**src/rtl/imm_ext_arbiter_pkg.sv**
```systemverilog
// ----------------------------------------------------------------------------
// imm_ext_arbiter_pkg
// Shared definitions for the immediate-extend arbiter:
//   - TAG_W_DEF          : default tag width
//   - REQ_DEC / REQ_BR   : requester id constants (decode, branch unit)
//   - PFX_POW / PFX_MASK : 5-bit immediate prefixes selecting the
//                          power-of-two and low-mask encodings
//   - imm_ext()          : the 8-to-16-bit immediate extend unit
//   - sat_inc16()        : saturating 16-bit increment (statistics)
// ----------------------------------------------------------------------------
package imm_ext_arbiter_pkg;

  localparam int TAG_W_DEF = 4;

  localparam logic REQ_DEC = 1'b0;
  localparam logic REQ_BR  = 1'b1;

  localparam logic [4:0] PFX_POW  = 5'b10000;
  localparam logic [4:0] PFX_MASK = 5'b10001;

  // Both special prefixes sit inside the negative range. They take priority
  // over plain sign extension.
  function automatic logic [15:0] imm_ext(input logic [7:0] a);
    logic [4:0] sh;
    sh = {2'b00, a[2:0]};
    case (a[7:3])
      PFX_POW:  imm_ext = 16'd1 << (5'd7 + sh);
      PFX_MASK: imm_ext = (16'd1 << (5'd8 + sh)) - 16'd1;
      default:  imm_ext = {{8{a[7]}}, a};
    endcase
  endfunction

  function automatic logic [15:0] sat_inc16(input logic [15:0] v);
    sat_inc16 = (v == 16'hFFFF) ? v : v + 16'd1;
  endfunction

endpackage

```
**src/rtl/imm_ext_arbiter_rr_arb2.sv**
```systemverilog
// ----------------------------------------------------------------------------
// rr_arb2
// Two-way round-robin pick.
//   i_valid   [1:0] request valid bits
//   i_rr_last       id of the most recent winner
//   o_grant   [1:0] one-hot grant (all zero when nothing is valid)
//   o_id            id of the granted requester
// ----------------------------------------------------------------------------
module rr_arb2
  import imm_ext_arbiter_pkg::*;
(
  input  logic [1:0] i_valid,
  input  logic       i_rr_last,
  output logic [1:0] o_grant,
  output logic       o_id
);

  always_comb begin
    o_grant = 2'b00;
    o_id    = REQ_DEC;
    case (i_valid)
      2'b01: begin
        o_grant = 2'b01;
        o_id    = REQ_DEC;
      end
      2'b10: begin
        o_grant = 2'b10;
        o_id    = REQ_BR;
      end
      2'b11: begin
        // Contention: the requester that did not win last time goes next.
        o_id    = ~i_rr_last;
        o_grant = i_rr_last ? 2'b01 : 2'b10;
      end
      default: begin
        o_grant = 2'b00;
        o_id    = REQ_DEC;
      end
    endcase
  end

endmodule

```
**src/rtl/imm_ext_arbiter.sv**
```systemverilog
// ----------------------------------------------------------------------------
// imm_ext_arbiter
// Shares the 8-to-16-bit immediate extend unit between decode (port 0) and
// the branch-target unit (port 1) with round-robin arbitration and a single
// registered result stage.
//   clk, reset            clock, asynchronous active-high reset
//   req_valid/req_ready   per-requester handshake (bit 0 decode, bit 1 branch)
//   req_imm0/1, req_tag0/1 raw immediates and opaque tags
//   res_valid/res_ready   result handshake toward the consumer
//   res_data/res_id/res_tag extended value, winning requester, its tag
// Optional build macro IMM_ARB_STATS_EN adds saturating counters
//   grant_cnt0, grant_cnt1 (transfers per requester) and stall_cnt
//   (cycles with a pending request while the stage is blocked).
// ----------------------------------------------------------------------------
module imm_ext_arbiter
  import imm_ext_arbiter_pkg::*;
#(
  parameter int TAG_W = TAG_W_DEF,
  parameter int ID_W  = 1
) (
  input  logic             clk,
  input  logic             reset,
  input  logic [1:0]       req_valid,
  output logic [1:0]       req_ready,
  input  logic [7:0]       req_imm0,
  input  logic [7:0]       req_imm1,
  input  logic [TAG_W-1:0] req_tag0,
  input  logic [TAG_W-1:0] req_tag1,
  output logic             res_valid,
  input  logic             res_ready,
  output logic [15:0]      res_data,
  output logic [ID_W-1:0]  res_id,
  output logic [TAG_W-1:0] res_tag
`ifdef IMM_ARB_STATS_EN
  ,
  output logic [15:0]      grant_cnt0,
  output logic [15:0]      grant_cnt1,
  output logic [15:0]      stall_cnt
`endif
);

  logic             r_valid;
  logic [15:0]      r_data;
  logic [ID_W-1:0]  r_id;
  logic [TAG_W-1:0] r_tag;
  logic             r_rr_last;

  logic             w_open;
  logic [1:0]       w_grant;
  logic             w_id;
  logic             w_xfer;
  logic [7:0]       w_imm;
  logic [15:0]      w_ext;

  rr_arb2 u_rr_arb2 (
    .i_valid   (req_valid),
    .i_rr_last (r_rr_last),
    .o_grant   (w_grant),
    .o_id      (w_id)
  );

  // Drain and refill may coincide, so a ready consumer also opens the stage.
  assign w_open    = !r_valid || res_ready;
  assign req_ready = (w_open && !reset) ? w_grant : 2'b00;
  assign w_xfer    = |(req_valid & req_ready);
  assign w_imm     = w_id ? req_imm1 : req_imm0;
  assign w_ext     = imm_ext(w_imm);

  // Result stage
  always_ff @(posedge clk or posedge reset) begin
    if (reset) begin
      r_valid   <= 1'b0;
      r_data    <= 16'd0;
      r_id      <= '0;
      r_tag     <= '0;
      r_rr_last <= REQ_BR;
    end else if (w_xfer) begin
      r_valid   <= 1'b1;
      r_data    <= w_ext;
      r_id      <= ID_W'(w_id);
      r_tag     <= w_id ? req_tag1 : req_tag0;
      r_rr_last <= w_id;
    end else if (w_open) begin
      r_valid   <= 1'b0;
    end
  end

  assign res_valid = r_valid;
  assign res_data  = r_data;
  assign res_id    = r_id;
  assign res_tag   = r_tag;

`ifdef IMM_ARB_STATS_EN
  logic [15:0] r_gcnt0;
  logic [15:0] r_gcnt1;
  logic [15:0] r_scnt;

  always_ff @(posedge clk or posedge reset) begin
    if (reset) begin
      r_gcnt0 <= 16'd0;
      r_gcnt1 <= 16'd0;
      r_scnt  <= 16'd0;
    end else begin
      if (w_xfer && (w_id == REQ_DEC)) r_gcnt0 <= sat_inc16(r_gcnt0);
      if (w_xfer && (w_id == REQ_BR))  r_gcnt1 <= sat_inc16(r_gcnt1);
      if ((|req_valid) && !w_open)     r_scnt  <= sat_inc16(r_scnt);
    end
  end

  assign grant_cnt0 = r_gcnt0;
  assign grant_cnt1 = r_gcnt1;
  assign stall_cnt  = r_scnt;
`endif

endmodule

```
**config.mk**
```make
export PLATFORM = sky130hd
export DESIGN_NAME = imm_ext_arbiter
export DESIGN_NICKNAME = d
export VERILOG_FILES = /design/src/rtl/imm_ext_arbiter_pkg.sv /design/src/rtl/imm_ext_arbiter_rr_arb2.sv /design/src/rtl/imm_ext_arbiter.sv
export SDC_FILE = /design/constraint.sdc
export NUM_CORES = 1
export LEC_CHECK = 0
export BUFFER_PORTS_ARGS = -buffer_cell sky130_fd_sc_hd__buf_2
export CAP_MARGIN = 40
export CORE_MARGIN = 3
export CORE_UTILIZATION = 46
export DETAILED_ROUTE_END_ITERATION = 8
export GPL_TIMING_DRIVEN = 0
export HOLD_SLACK_MARGIN = 0.06
export PLACE_DENSITY = 0.83
export SYNTH_ARGS = -nofsm -noshare
export SYNTH_HDL_FRONTEND = slang
export SYNTH_SLANG_ARGS = --single-unit
export TNS_END_PERCENT = 1
```
**constraint.sdc**
```tcl
create_clock -name clk -period 2.35 [get_ports clk]
set_input_delay 0.3525 -clock clk [delete_from_list [all_inputs] [get_ports clk]]
set_output_delay 0.3525 -clock clk [all_outputs]
set_load 0.02 [all_outputs]
```
Word-level counts from Yosys, hierarchy flattened --
Index checks and enable logic that the tools add are counted.
Cells by class: equal/unequal tests 5, shifts and indexed selects 2, add/subtract/negate cells 3, multiplexer cells 9, bitwise gates (word level) 2, reductions and logical operators 6
Operators by type and width (number):
- $pmux 16 s2 | 1
- $shl 1x4->16 const A | 1
- $shl 1x5->16 const A | 1
- $sub 16x1->16 const B | 1
- $eq 5x5->1 const B | 2
- $mux 8 | 1
- $pmux 2 s3 | 1
- $add 4x3->5 const A | 1
- $add 3x3->4 const A | 1
- $eq 2x2->1 const B | 2
- $mux 2 | 2
- $mux 4 | 1
- $and 2x2->2 | 1
- $eq 2x1->1 const B | 1
- $logic_not 1->1 | 2
- $mux 1 | 2
- $pmux 1 s2 | 1
- $reduce_bool 2->1 | 1
- $reduce_or 2->1 | 1
- $logic_and 1x1->1 | 1
- $logic_or 1x1->1 | 1
- $not 1->1 | 1
Storage, ports and cells: register bits 23, word-level logic and storage cells 32, output and inout bits 24

Depth between registers and ports, before layout --
word-level depth 7, gate-level depth with buffers 12, mapped depth without buffers 11

Cells and area by module --
A second synthesis with hierarchy kept.
Unflattened totals: cell total of the unflattened synthesis 141, area, all modules 1315.0 um^2
Modules (own cells, without submodules):
- imm_ext_arbiter | instances 1, seq. area each 576.8 um^2, area an instance 1288.7 um^2, cells each 137
- rr_arb2 | instances 1, seq. area each 0.0 um^2, area an instance 26.3 um^2, cells each 4

Worst setup path before layout --
OpenSTA, ideal clock, no wires.
kind register -> register, from register r_rr_last, to register r_data[13], in the netlist res_data[13], data required time 2268 ps, stages on the path, launching flop included 9, arrival time 2290 ps, setup time 82 ps, slack -22 ps, period minus slack after synthesis 2372 ps, cells stage by stage dfstp_2 -> a21bo_1 -> buf_6 -> mux2i_4 -> inv_1 -> ha_1 -> or4_1 -> a221o_1 -> a31oi_1
Between the ends: cells in the longest elaborated chain, start to end 7, elaborated cells on any way between the ends 16, classes of those cells 3 x add/sub; 2 x eq/ne; 2 x shift; 6 x mux; 2 x bitwise; 1 x reduce/logical
RTL lines:
- from (decl) | RTL line imm_ext_arbiter.sv:46 | logic r_rr_last;
- from (signal assigned) | RTL line imm_ext_arbiter.sv:82 | r_rr_last <= w_id;
- $not 1->1 | RTL line imm_ext_arbiter_rr_arb2.sv:32 | o_id = ~i_rr_last;
- $pmux 1 s2 | RTL line imm_ext_arbiter_rr_arb2.sv:21 | case (i_valid)
- $mux 8 | RTL line imm_ext_arbiter.sv:66 | assign w_imm = w_id ? req_imm1 : req_imm0;
- $add 4x3->5 | RTL line imm_ext_arbiter_pkg.sv:28 | PFX_MASK: imm_ext = (16'd1 << (5'd8 + sh)) - 16'd1;
- $shl 1x5->16 | RTL line imm_ext_arbiter_pkg.sv:28
- $sub 16x1->16 | RTL line imm_ext_arbiter_pkg.sv:28
- $pmux 16 s2 | RTL line imm_ext_arbiter_pkg.sv:26 | case (a[7:3])
- to (signal assigned) | RTL line imm_ext_arbiter.sv:79 | r_data <= w_ext;
- to (decl) | RTL line imm_ext_arbiter.sv:43 | logic [15:0] r_data;
Parallel ways exist; a longest one is shown, timed or not. A chain may end at the register's enable or synchronous reset.

Worst setup path after layout --
Ends and elaborated chain as after synthesis.

==> qor.yml <==
status:
  status: "complete, no violations"
cells_and_area:
  syn_to_final_growth_pct: 34.1
  drive_gt1_share_pct: 37.7
  antenna_cells: 0
  fin_nets: 303
  final_area_um2: 2300
clocking:
  holdBufCountCts: 0
  cts_buffer_depth: 2
  clock_latency_ns: 0.27
  cts_buffers: 3
  cts_sinks: 23
  tritoncts: "done"
  cts_max_level: 1
  clk_pin_slew_ns: 0.08
  cts_root_buf: "clkbuf_8"
sta:
  skew_ns: 0.00275
  slew_headroom_pct: 64.2
  rsz0062_at_grt: "true"
  drv_slew: 0
  fin_setup_tns_ns: 0
  final_hold_viol_count: 0
  max_freq_ghz: 0.427
  holdWs_ns: 0.0737
  fin_crit_ns: 2.34
  setup_violations: 0
  worst_pin_slew_ns: 0.537
  period_share_pct: 99.7
synth:
  yosys_warnings: 0
  syn_nets: 232
  synthFlopType: "dfrtp_1"
  synth_top_family_by_area: "simple AND/OR/NAND/NOR gates"
  synth.area.top_cells: "dfrtp_1 (32%), nand2_1 (6.1%), nor2_1 (4.2%), mux2i_4 (3.9%), ha_1 (3.6%)"
  synth_async_sr_flop_share_pct: 100
  synthAdderAreaFrac_pct: 3.64
  synth_top_area_share_pct: 32.0
  synth_area_um2: 1720
  synth.distinct_cells: 49
  synth_xor_area_share_pct: 0.510
  syn_inst: 198
  synth_compound_area_share_pct: 21.0
  synthMuxAreaShare_pct: 9.03
  synth_edf_count: 0
  yosys.area.top_type: "dfrtp_1"
  yosysSeqAreaShare_pct: 33.6
  yosys_register_bits: 23
  syn_avg_cell_area_um2: 8.68
  synthSimpleGateAreaFrac_pct: 27.5
global_routing:
  antenna_found_initial: 0
  grt_max_degree: 18
  grt.total_usage_pct: 22.9
  grt_pass1_wl_mm: 7.95
  grt_overflow: 0
  grt_pass1_vias: 1704
drt:
  dr.pass1.iters: 5
  num_vias: 1932
  avgRoutedWirePerCell_um: 16.8
  first_iter_violations: 218
  wl_mm: 5.27
  drc: 0
  viasPerCell: 6.15
  postRouteAntennaNets: 0
min_path:
  hold_path_class: "input port to async pin"
pwr:
  p_leak_uw: 0.00102
  cellPowerDensity_nw_per_um2: 620
  vdd_drop_max_uv: 460
floorplanning:
  io-pin-count: 53
  start_util_pct: 49.5
  dieArea_um2: 4500
  core_um2: 3470
  rows: 21
  die_h_um: 67.1
  die-width_um: 67.1
critical_path:
  crit_type: "flip-flop to flip-flop"
  end_kind: "flip-flop"
  critPathMaxFanout: 5
  cp-start-kind: "flip-flop"
  required_ns: 2.54
  r2r_cells: 8
  worst_ep_arrival_time_ns: 2.53
place:
  place_hpwl_mm: 3.56
  gp_congestion: 0.947
  placed_area_um2: 2060
  io_buffers: 51
flow_run:
  cap_violations: 0
-- cell usage after synthesis, types with 2 or more instances --
cell type	count
inv_1	5
nor2_4	2
nand3b_1	4
dfrtp_1	22
a221o_1	2
a311oi_1	3
nor2_1	19
o32a_1	2
nand2_1	28
buf_2	2
ha_1	5
mux2i_1	5
mux2i_4	3
nand2b_1	5
nor4_1	2
clkbuf_1	8
mux2_2	2
and3_1	2
a21oi_1	11
a41oi_1	3
buf_6	2
a21o_1	3
nand3_1	9
o21ai_0	2
or4b_4	2
nor2b_1	7
o22a_1	4
nor3_1	6
a31oi_1	8
-- metal layers --
| layer | GRT usage (%) | part of all wire, % |
|---|---|---|
| met2 | 38.4 | 48 |
| met3 | 4.89 | 8.8 |
| met4 | 7.09 | 2.6 |
| met5 | 0 | 0 |
| met1 | 29.2 | 41 |
-- critical path: stages, from the launching register on --
cell,delay (ns)
dfstp_2,0.54
a21bo_1,0.12
buf_6,0.13
mux2i_4,0.28
inv_2,0.11
ha_4,0.17
or4_1,0.42
a221o_1,0.33
a31oi_1,0.17
-- through the flow --
stage | power [µW] | worst slack, ns | util, % | cells
floorplan | 911 | 0.0135 | - | 198
global placement | 1080 | -0.372 | 58.5 | 295
detailed placement | 1100 | -0.343 | 59.3 | 296
CTS | 1380 | -0.00456 | 63.6 | 311
global route | 1510 | -0.0432 | 66.4 | 314
finish | 1430 | 0.00684 | 66.4 | 314
-- placed cells by master, fill, tap and decap left out, types with 3 or more instances in the layout --
cell,Yosys,layout
ha_4,0,4
a21o_1,3,3
nor3_1,6,6
a21oi_1,11,9
a21oi_2,1,3
nand3_1,9,9
o22a_1,4,4
mux2i_1,5,5
dfrtp_1,22,22
nand3b_1,4,4
nand2b_1,5,5
nor2_1,19,19
nand2_1,28,27
mux2i_4,3,3
a41oi_1,3,3
clkbuf_8,0,3
buf_4,0,14
buf_2,2,53
a31oi_1,8,8
clkbuf_1,8,8
nor2b_1,7,6
a311oi_1,3,3
-- final timing paths --
check | from | slack (ns) | end
worst min register to register | res_data[0] | 0.49 | res_data[0]
worst max-delay path | r_rr_last | 0.007 | res_data[13]
worst min-delay path | reset | 0.07 | res_id
min in group clk | req_tag0[1] | 0.33 | res_tag[1]
worst max register to register | r_rr_last | 0.007 | res_data[13]
max in group asynchronous | reset | 1.84 | res_data[15]
-- area by class of cell --
cell class / count / area, µm²
Inverter: 5 / 23.8
Multi-Input combinational cell: 158 / 1130
Sequential cell: 23 / 577
Buffer: 11 / 67.6
Clock buffer: 4 / 45.0
Fill cell: 301 / 1160
Timing Repair Buffer: 67 / 399
Tap cell: 46 / 57.6
-- cell families (layout without fill, tap and decap cells) --
| kind of cell | count (synthesis) | count (layout) |
|---|---|---|
| adders and majority gates | 5 | 5 |
| AOI/OAI and AO/OA | 49 | 49 |
| buffers and inverters | 17 | 87 |
| xor gates and xnor gates | 1 | 1 |
| muxes | 11 | 11 |
| and+or+nand+nor | 92 | 92 |
| DFF | 23 | 23 |
-- report_power, final --
group          leakage [µW]  internal [µW]  total, µW  switching, µW
Clock             0.0000228            121        248            127
Combinational      0.000736            272        656            383
Sequential         0.000261            481        525           44.3
-- repair_timing --
item / CTS / global route
resized for setup: 7 / 16
setup endpoints to repair: 8 / 8
buffers inserted: 11 / 4
cloned: 0 / 0
pin swaps: 7 / 8
-- registers in the layout, indices dropped and copies added (netlist names) --
signal / flops
res_valid: 1
res_id: 1
res_tag: 4
res_data: 16
r_rr_last: 1
(Power assumes the default switching activity.)
